## config.mk

```make
export PLATFORM = sky130hd
export DESIGN_NAME = pfa_seq_ctrl
export DESIGN_NICKNAME = d
export VERILOG_FILES = /design/src/rtl/pfa_seq_ctrl_pkg.sv /design/src/rtl/pfa_idx_cnt.sv /design/src/rtl/pfa_seq_ctrl.sv
export SDC_FILE = /design/constraint.sdc
export NUM_CORES = 1
export LEC_CHECK = 0
export ABC_AREA = 1
export BUFFER_PORTS_ARGS = -buffer_cell sky130_fd_sc_hd__buf_2
export CAP_MARGIN = 20
export CORE_MARGIN = 5
export CORE_UTILIZATION = 40
export DETAILED_ROUTE_END_ITERATION = 10
export PLACE_DENSITY_LB_ADDON = 0.25
export SKIP_CTS_REPAIR_TIMING = 1
export SLEW_MARGIN = 20
export SYNTH_ARGS = -nofsm -noshare
export SYNTH_HDL_FRONTEND = slang
export SYNTH_SLANG_ARGS = --single-unit
```

## constraint.sdc

```tcl
create_clock -name clk -period 2.3 [get_ports clk]
set_clock_uncertainty 0.05 [all_clocks]
set_input_delay 0.115 -clock clk [delete_from_list [all_inputs] [get_ports clk]]
set_output_delay 0.115 -clock clk [all_outputs]
set_load 0.02 [all_outputs]
```

## src/rtl/pfa_seq_ctrl_pkg.sv

```systemverilog
// Shared widths, FSM state type and factor configuration for the PFA index sequencer.
package pfa_seq_ctrl_pkg;

   localparam int unsigned IDX_W = 10;

   typedef enum logic [1:0] {
      ST_IDLE = 2'd0,
      ST_LOAD = 2'd1,
      ST_RUN  = 2'd2,
      ST_DONE = 2'd3
   } state_t;

   typedef struct packed {
      logic [IDX_W-1:0] n1;
      logic [IDX_W-1:0] n2;
      logic [IDX_W-1:0] n3;
   } fac_cfg_t;

endpackage

```

## src/rtl/pfa_idx_cnt.sv

```systemverilog
// Wrapping index counter: counts 0..limit-1 on inc, flags wrap on the carry-out step.
module pfa_idx_cnt #(
   parameter int unsigned IDX_W = pfa_seq_ctrl_pkg::IDX_W
) (
   input  logic             clk,
   input  logic             rst_n,
   input  logic             clr,
   input  logic             inc,
   input  logic [IDX_W-1:0] limit,
   output logic [IDX_W-1:0] count,
   output logic             wrap
);

   logic at_max_c;

   // A limit of 1 makes every increment a wrap, so the count stays at 0.
   assign at_max_c = (count == (limit - IDX_W'(1)));
   assign wrap     = inc && at_max_c;

   // Count register; clear wins over increment.
   always_ff @(posedge clk or negedge rst_n) begin
      if (!rst_n) begin
         count <= '0;
      end else if (clr) begin
         count <= '0;
      end else if (inc) begin
         count <= at_max_c ? '0 : (count + IDX_W'(1));
      end
   end

endmodule

```

## src/rtl/pfa_seq_ctrl.sv

```systemverilog
// PFA index sequencer: walks (n1,n2,n3) over N1 x N2 x N3 with a valid/ready handshake.
module pfa_seq_ctrl #(
   parameter int unsigned IDX_W = pfa_seq_ctrl_pkg::IDX_W
) (
   input  logic             clk,
   input  logic             rst_n,
   input  logic             start,
   input  logic             abort,
   input  logic             mode,
   input  logic             ext_step,
   input  logic [IDX_W-1:0] cfg_n1,
   input  logic [IDX_W-1:0] cfg_n2,
   input  logic [IDX_W-1:0] cfg_n3,
   input  logic             idx_ready,
   output logic             idx_valid,
   output logic [IDX_W-1:0] n1_out,
   output logic [IDX_W-1:0] n2_out,
   output logic [IDX_W-1:0] n3_out,
   output logic             idx_last,
   output logic             wrap1,
   output logic             wrap2,
   output logic             busy,
   output logic             done,
   output logic             cfg_err
);

   import pfa_seq_ctrl_pkg::*;

   localparam int unsigned CFG_W = $bits(fac_cfg_t) / 3;

   state_t   state;
   state_t   state_nx;
   fac_cfg_t fac;
   logic     load_c;
   logic     err_c;
   logic     cfg_zero_c;
   logic     xfer_c;
   logic     clr_c;
   logic     wrap3_c;
   logic     last_c;

   assign cfg_zero_c = (cfg_n1 == '0) || (cfg_n2 == '0) || (cfg_n3 == '0);

   // A step is taken only on a handshake (plus ext_step in gated mode); abort cancels it.
   assign xfer_c = idx_valid && idx_ready && (!mode || ext_step) && !abort;

   // Counters restart from zero on abort and while loading a new configuration.
   assign clr_c = abort || (state == ST_LOAD);

   // Final tuple: every counter at its factor minus one.
   assign last_c   = (n1_out == (IDX_W'(fac.n1) - IDX_W'(1))) &&
                     (n2_out == (IDX_W'(fac.n2) - IDX_W'(1))) &&
                     (n3_out == (IDX_W'(fac.n3) - IDX_W'(1)));
   assign idx_last = idx_valid && last_c;

   pfa_idx_cnt #(.IDX_W(IDX_W)) u_cnt1 (
      .clk   (clk),
      .rst_n (rst_n),
      .clr   (clr_c),
      .inc   (xfer_c),
      .limit (IDX_W'(fac.n1)),
      .count (n1_out),
      .wrap  (wrap1)
   );

   pfa_idx_cnt #(.IDX_W(IDX_W)) u_cnt2 (
      .clk   (clk),
      .rst_n (rst_n),
      .clr   (clr_c),
      .inc   (wrap1),
      .limit (IDX_W'(fac.n2)),
      .count (n2_out),
      .wrap  (wrap2)
   );

   // Carry out of the outermost counter is exactly the transfer of the final tuple.
   pfa_idx_cnt #(.IDX_W(IDX_W)) u_cnt3 (
      .clk   (clk),
      .rst_n (rst_n),
      .clr   (clr_c),
      .inc   (wrap2),
      .limit (IDX_W'(fac.n3)),
      .count (n3_out),
      .wrap  (wrap3_c)
   );

   // State register.
   always_ff @(posedge clk or negedge rst_n) begin
      if (!rst_n) begin
         state <= ST_IDLE;
      end else begin
         state <= state_nx;
      end
   end

   // Next-state logic; abort overrides everything else.
   always_comb begin
      state_nx = state;
      load_c   = 1'b0;
      err_c    = 1'b0;
      case (state)
         ST_IDLE: begin
            if (start) begin
               if (cfg_zero_c) begin
                  err_c = 1'b1;
               end else begin
                  state_nx = ST_LOAD;
                  load_c   = 1'b1;
               end
            end
         end
         ST_LOAD: state_nx = ST_RUN;
         ST_RUN: begin
            if (wrap3_c) begin
               state_nx = ST_DONE;
            end
         end
         ST_DONE: state_nx = ST_IDLE;
         default: state_nx = ST_IDLE;
      endcase
      if (abort) begin
         state_nx = ST_IDLE;
         load_c   = 1'b0;
         err_c    = 1'b0;
      end
   end

   // Registered status outputs and the factor capture.
   always_ff @(posedge clk or negedge rst_n) begin
      if (!rst_n) begin
         idx_valid <= 1'b0;
         busy      <= 1'b0;
         done      <= 1'b0;
         cfg_err   <= 1'b0;
         fac       <= '0;
      end else begin
         idx_valid <= (state_nx == ST_RUN);
         busy      <= (state_nx == ST_LOAD) || (state_nx == ST_RUN);
         done      <= (state == ST_DONE) && !abort;
         cfg_err   <= err_c;
         if (load_c) begin
            fac.n1 <= CFG_W'(cfg_n1);
            fac.n2 <= CFG_W'(cfg_n2);
            fac.n3 <= CFG_W'(cfg_n3);
         end
      end
   end

endmodule

```

==> flow_summary.yaml, run 1 <==
timing:
  fin_tns_setup_ps: -561
  worst_pin_slew_ps: 615
  finalHoldWorstSlack_ps: -10.6
  rsz0062_at_grt: "yes"
  maxSlewViolCount: 0
  setup_viol: 4
  fmax_mhz: 393
  post-route-min-period_ps: 2540
  layout_setup_ws_ps: -245
  finalHoldViolCount: 2
  max_slew_margin: 0.590
  post-route-period-util: 1.11
layout:
  nets: 773
  diodes: 0
  areaGrowthSynthToFinish_pct: 29.9
  multi_input_area_mm2: 0.00268
  final_util: 0.537
  drive_gt1_frac: 0.306
  final-seq-area_mm2: 0.00165
  final_common_cell: "nand2_1"
  final_cell_mix: "119 x nand2_1, 86 x inv_1, 70 x buf_2, 66 x dfrtp_1, 50 x nor2_1"
  fin_area_mm2: 0.00589
  finalNonFillerCells: 869
  n_fill_cell: 1042
floorplan:
  die_w_um: 116
  start_util: 0.413
  dieArea_mm2: 0.0136
  ioPinCount: 74
  num_rows: 38
  die_h_um: 116
  core_area_mm2: 0.0110
worst_setup_path:
  worstSetupPathType: "reg -> out"
  r2r_setup_slack_ps: -100
  r2r_end: "busy$_DFF_PN0_"
  cp.arrival_ps: 2380
  r2r_start: "fac[11]$_DFFE_PN0P_"
  crit_path_end_kind: "output pin"
  reg2regPathDepth: 18
  critPathRequiredTime_ps: 2130
  cp_max_fo: 5
  startpoint_type: "flip-flop"
hold_path:
  hp-start: "start"
  worstHoldPathCells: 3
  hold_path.class: "in -> reg"
  worstHoldEndpoint: "cfg_err$_DFF_PN0_"
global_route:
  antenna_found_initial: 0
  grt_start_max_net_pins: 41
  grt_pass1_vias: 4170
  grt-ovfl-total: 0
  grt_usage: 0.185
  grt_pass1_wl_mm: 19.8
yosys:
  synth_fa_ha_area_frac: 0.0331
  synth_top_family_by_area: "simple AND/OR/NAND/NOR gates"
  synthSimpleGateAreaFrac: 0.322
  muxShareOfSynthArea: 0
  syn-cell-area_mm2: 0.00454
  synth.avg_cell_area_um2: 7.47
  synthXorXnorAreaFrac: 0.0924
  yosysWarnings: 0
  synth-seq-area-share: 0.364
  synth-seq-cells: 66
  syn_inst: 607
  synth_fp_nets: 656
  synth-compound-area-share: 0.0935
  synth.distinct_cells: 39
placed_design:
  placed_cell_area_mm2: 0.00524
  io_buffers: 73
  dp_hpwl_mm: 9.30
  place_inst: 836
  dp_slack_ps: -123
  gp_congestion: 0.844
power_and_ir_drop:
  power_per_cell_area_mw_per_mm2: 1000
  leakage_nw: 2.95
  ir_worst_vdd_uv: 638
clocking:
  clkSinkCount: 66
  tritoncts: "yes"
  cts_max_level: 3
  root_buffer: "clkbuf_16"
  worst_skew_pair.late_latency_ps: 330
  cts_made_buffers: 9
  cts_buffer_depth: 2
  clkTransAtPathRegs_ps: 60
run:
  max-cap-violations: 0
routing:
  first_iter_violations: 170
  postRouteAntennaNets: 0
  firstDrtPassIters: 4
  drc_errors: 0
  wl_per_cell_um: 14.3
  viasPerCell: 4.96
  drt_wl_total_mm: 12.4
  vias: 4314
run_status:
  status: "complete, but fails checks"
  failed_checks: "negative hold slack, negative setup slack"
## worst max-delay path: stages (launching register included)
cell     delay [ps]
dfrtp_1         390
buf_4           140
nor2_4           90
nand2_4          80
buf_4           150
nor2_4          120
nand3_2          90
xor2_2          200
nand4_1         250
nor3b_1         230
and2_1          180
buf_6           130
## cell type report
type | count | share of cell area
Multi-Input combinational cell | 435 | 0.454
Sequential cell | 66 | 0.280
Timing Repair Buffer | 114 | 0.124
Inverter | 98 | 0.0650
Clock buffer | 10 | 0.0406
Tap cell | 140 | 0.0297
Clock inverter | 6 | 0.00701
## how the worst max path moves through the flow
stage | endpoint | startpoint | slack (ps)
after global placement | busy$_DFF_PN0_ | fac[1]$_DFFE_PN0P_ | -70
after floorplan | busy$_DFF_PN0_ | fac[0]$_DFFE_PN0P_ | 60
after detailed placement | busy$_DFF_PN0_ | fac[10]$_DFFE_PN0P_ | -120
after global routing | idx_last | fac[11]$_DFFE_PN0P_ | -340
final | idx_last | fac[11]$_DFFE_PN0P_ | -240
after CTS | wrap2 | fac[11]$_DFFE_PN0P_ | -420
## cells by family (layout without fill, tap and decap cells)
family / count (synthesis) / in the layout
flops: 66 / 66
xor+xnor: 47 / 47
fa+ha+maj: 12 / 12
compound gates: 72 / 72
simple gates: 302 / 304
buf+inv: 108 / 228
## registers in the layout (all words and copies together), names as in the netlist
name / flops
busy: 1
cfg_err: 1
done: 1
fac: 30
idx_valid: 1
state: 2
u_cnt1.count: 10
u_cnt2.count: 10
u_cnt3.count: 10
## through the flow
step	power [mW]	hold WS [ps]
2_1_floorplan	3.55	-231
3_3_place_gp	4.18	113
3_5_place_dp	4.28	120
4_1_cts	5.60	-244
5_1_grt	6.40	7.99
6_report	5.92	-10.6
## report_power, final
group	total [mW]	internal (mW)	switching, mW
Sequential	1.81	1.47	0.339
Combinational	2.82	1.13	1.69
Clock	1.29	0.758	0.532
Total	5.92	3.36	2.56
## cells in the mapped netlist (all sizes together)
cell type,count,area [um^2]
a21oi,20,104
and2,1,6.26
ha,12,150
dfrtp,66,1650
xor2,36,323
o22ai,7,43.8
buf,2,25.0
nand4,22,153
nor3,10,55.1
nand3,49,265
o211ai,1,7.51
inv,98,375
nor4,7,43.8
clkbuf,8,31.3
xnor2,11,96.3
nor3b,1,7.51
nand2,134,557
o21ai,44,269
or2,2,12.5
and3,1,6.26
nand3b,1,7.51
nor2,74,345
## routing by layer
metal,GRT usage,up-vias,part of all wire
met3,0.0368,21,0.052
met2,0.312,102,0.49
met5,0,-,0
li1,-,2175,-
met4,0.0642,0,0.022
met1,0.236,2016,0.44
No activity file was read; power rests on OpenSTA's default activity.
==> run 2, diff against run 1 <==
- ABC_AREA: 1 -> 0
- BUFFER_PORTS_ARGS: -buffer_cell sky130_fd_sc_hd__buf_2 -> default
- DONT_BUFFER_PORTS: default -> 1
- PLACE_DENSITY_LB_ADDON: 0.25 -> default
==> run 2 against run 1 <==
- the run ends with negative setup slack left
- utilization up 3.7 points
- synthesized cell count down 24%
- combinational power up 13%
- synthesized area down 3.8%
- cell count down 14%
- sequential cell count unchanged
- worst hold slack better by 59 ps
- routed wire length up 9.5%
- fmax down 17%
- design area up 4.5%
- die area down 3.5%
- via count down 1.6%
- largest power group unchanged
==> flow_summary.yaml, run 2 <==
run_status:
  status: "complete, but fails checks"
  failed_checks: "negative setup slack"
floorplan:
  num_rows: 38
  die_w_um: 114
  start_util: 0.406
  die_h_um: 114
  core_area_mm2: 0.0107
  dieArea_mm2: 0.0131
  ioPinCount: 74
routing:
  first_iter_violations: 197
  vias: 4244
  viasPerCell: 5.65
  wl_per_cell_um: 18.1
  drt_wl_total_mm: 13.6
  postRouteAntennaNets: 0
  firstDrtPassIters: 4
  drc_errors: 0
clocking:
  cts_made_buffers: 9
  root_buffer: "clkbuf_8"
  clkSinkCount: 66
  clkTransAtPathRegs_ps: 70
  worst_skew_pair.late_latency_ps: 360
  cts_max_level: 3
  tritoncts: "yes"
  cts_buffer_depth: 2
timing:
  post-route-period-util: 1.33
  fmax_mhz: 326
  post-route-min-period_ps: 3070
  layout_setup_ws_ps: -766
  max_slew_margin: 0.661
  worst_pin_slew_ps: 504
  setup_viol: 36
  maxSlewViolCount: 0
  finalHoldViolCount: 0
  rsz0062_at_grt: "yes"
  fin_tns_setup_ps: -18440
yosys:
  synth.avg_cell_area_um2: 9.50
  synth-main-ff-cell: "dfrtp_1"
  yosysWarnings: 0
  synth_top_area_frac: 0.379
  synth-seq-area-share: 0.379
  synth.distinct_cells: 63
  synthArstFlopShare: 1.00
  synthTopCellsByCount: "66 x dfrtp_1, 30 x mux2_2, 26 x nor2_1, 25 x nand3_1, 24 x o21ai_0"
  synth-seq-cells: 66
  synth_top_cell_by_area: "dfrtp_1"
  yosysMostFrequentCell: "dfrtp_1"
  synth_area_leaders: "dfrtp_1 38%, mux2_2 7.7%, ha_1 3.4%, xor2_1 3.4%, nor3b_1 3.1%"
  synth_fp_nets: 508
  synth_edf_count: 0
  syn_inst: 459
  syn-cell-area_mm2: 0.00436
worst_setup_path:
  cp_max_fo: 4
  startpoint_type: "flip-flop"
  r2r_setup_slack_ps: -710
  worst_path_largest_cell_delay_ps: 480
  critPathCapture: "idx_last"
  critPathRequiredTime_ps: 2130
  r2r_end: "u_cnt2.count[4]$_DFFE_PN0P_"
  reg2regPathDepth: 9
  worstSetupPathType: "reg -> out"
  cp.arrival_ps: 2900
  crit_start: "fac[21]$_DFFE_PN0P_"
  path_cells: "inv_2 -> ha_4 -> or4b_4 -> nor2_4 -> xnor2_2 -> or3b_4 -> buf_6 -> nor3b_4 -> and4_1 -> and3_4"
  crit_path_end_kind: "output pin"
  crit_slowest_cell: "or4b_4"
  r2r_start: "fac[21]$_DFFE_PN0P_"
global_route:
  grt_start_max_net_pins: 67
  antenna_found_initial: 0
  grt-ovfl-total: 0
  grt_pass1_vias: 4116
  grt_usage: 0.199
  grt_pass1_wl_mm: 20.4
layout:
  diodes: 0
  finalNonFillerCells: 751
  largest_reg_flops: 30
  areaGrowthSynthToFinish_pct: 41.2
  nets: 655
  top_register: "fac"
  final_cell_mix: "114 x buf_4, 66 x dfrtp_1, 33 x dlygate4sd3_1, 30 x mux2_2, 24 x nor2_1"
  drive_gt1_frac: 0.367
  final_common_cell: "buf_4"
power_and_ir_drop:
  power_per_cell_area_mw_per_mm2: 980
  leakage_nw: 2.67
  ir_worst_vdd_uv: 524
hold_path:
  hold_path.class: "in -> reg"
  hp-start: "start"
placed_design:
  io_buffers: 0
  gp_congestion: 0.889
  place_inst: 693
  dp_hpwl_mm: 9.68
run:
  max-cap-violations: 0
-- run 2: changes by cell type after synthesis, moves of 10 or more --
cell     change
o21ai_2     -13
nor3_1      +10
nand4_1     -13
nand2_1    -103
inv_1       -73
nor3b_1     +17
nor2_2      -12
mux2_2      +30
xor2_1      -18
and3_1      +11
nand3_1     -20
nor2_1      -31
-- run 2: area by class of cell --
| class | count | area (um^2) |
|---|---|---|
| Sequential cell | 66 | 1650 |
| Fill cell | 942 | 4590 |
| Inverter | 17 | 63.8 |
| Clock buffer | 15 | 186 |
| Multi-Input combinational cell | 359 | 2760 |
| Timing Repair Buffer | 153 | 1290 |
| Clock inverter | 1 | 30.0 |
| Tap cell | 140 | 175 |
-- run 2: worst max-delay path, delay by kind of cell (launching register included) --
family	cells	cell delay, ps
AND/OR/NAND/NOR	6	1690
adder cells (fa/ha/maj)	1	130
flip-flops	1	390
XOR/XNOR	1	120
buffers and inverters	2	210
-- run 2: worst min-delay path by stage --
stage                               end  slack, ps  depth (start not counted)
floorplan                busy$_DFF_PN0_       -230                          0
global placement    fac[15]$_DFFE_PN0P_       -230                          0
detailed placement  fac[14]$_DFFE_PN0P_       -230                          0
CTS                 fac[11]$_DFFE_PN0P_       -620                          0
global route         state[0]$_DFF_PN0_         60                          3
finish               state[0]$_DFF_PN0_         50                          3
-- run 2: cells by family (layout without fill, tap and decap cells) --
| logic type | Yosys count | count (layout) | share of synthesized area |
|---|---|---|---|
| compound gates | 93 | 93 | 0.149 |
| xor+xnor | 31 | 31 | 0.0622 |
| fa+ha+maj | 13 | 13 | 0.0370 |
| buf+inv | 34 | 186 | 0.0407 |
| flops | 66 | 66 | 0.379 |
| mux | 31 | 31 | 0.0797 |
| simple gates | 191 | 191 | 0.253 |
-- run 2: power by group --
part           switching [mW]  leakage, nW  internal [mW]
sequential              0.297        0.853           1.47
clock                   0.466        0.110          0.621
combinational            1.50         1.71           1.69
-- run 2: through the flow --
step	cell area [um^2]	hold WS [ps]	worst slack (ps)	power, mW	util
floorplan	4460	-231	-728	3.52	-
global placement	5350	-228	-665	4.59	0.498
detailed placement	5350	-228	-694	4.68	0.498
CTS	5570	-619	-952	5.78	0.518
global route	6160	59.0	-876	6.43	0.573
finish	6160	48.5	-766	6.04	0.573
-- run 2: metal layers --
| layer | up-vias | track usage | wire length (um) |
|---|---|---|---|
| met2 | 118 | 0.343 | 6920 |
| met4 | 0 | 0.0657 | 282 |
| met5 | - | 0 | 0 |
| met3 | 25 | 0.0534 | 850 |
| met1 | 2084 | 0.239 | 5560 |
| li1 | 2017 | - | - |
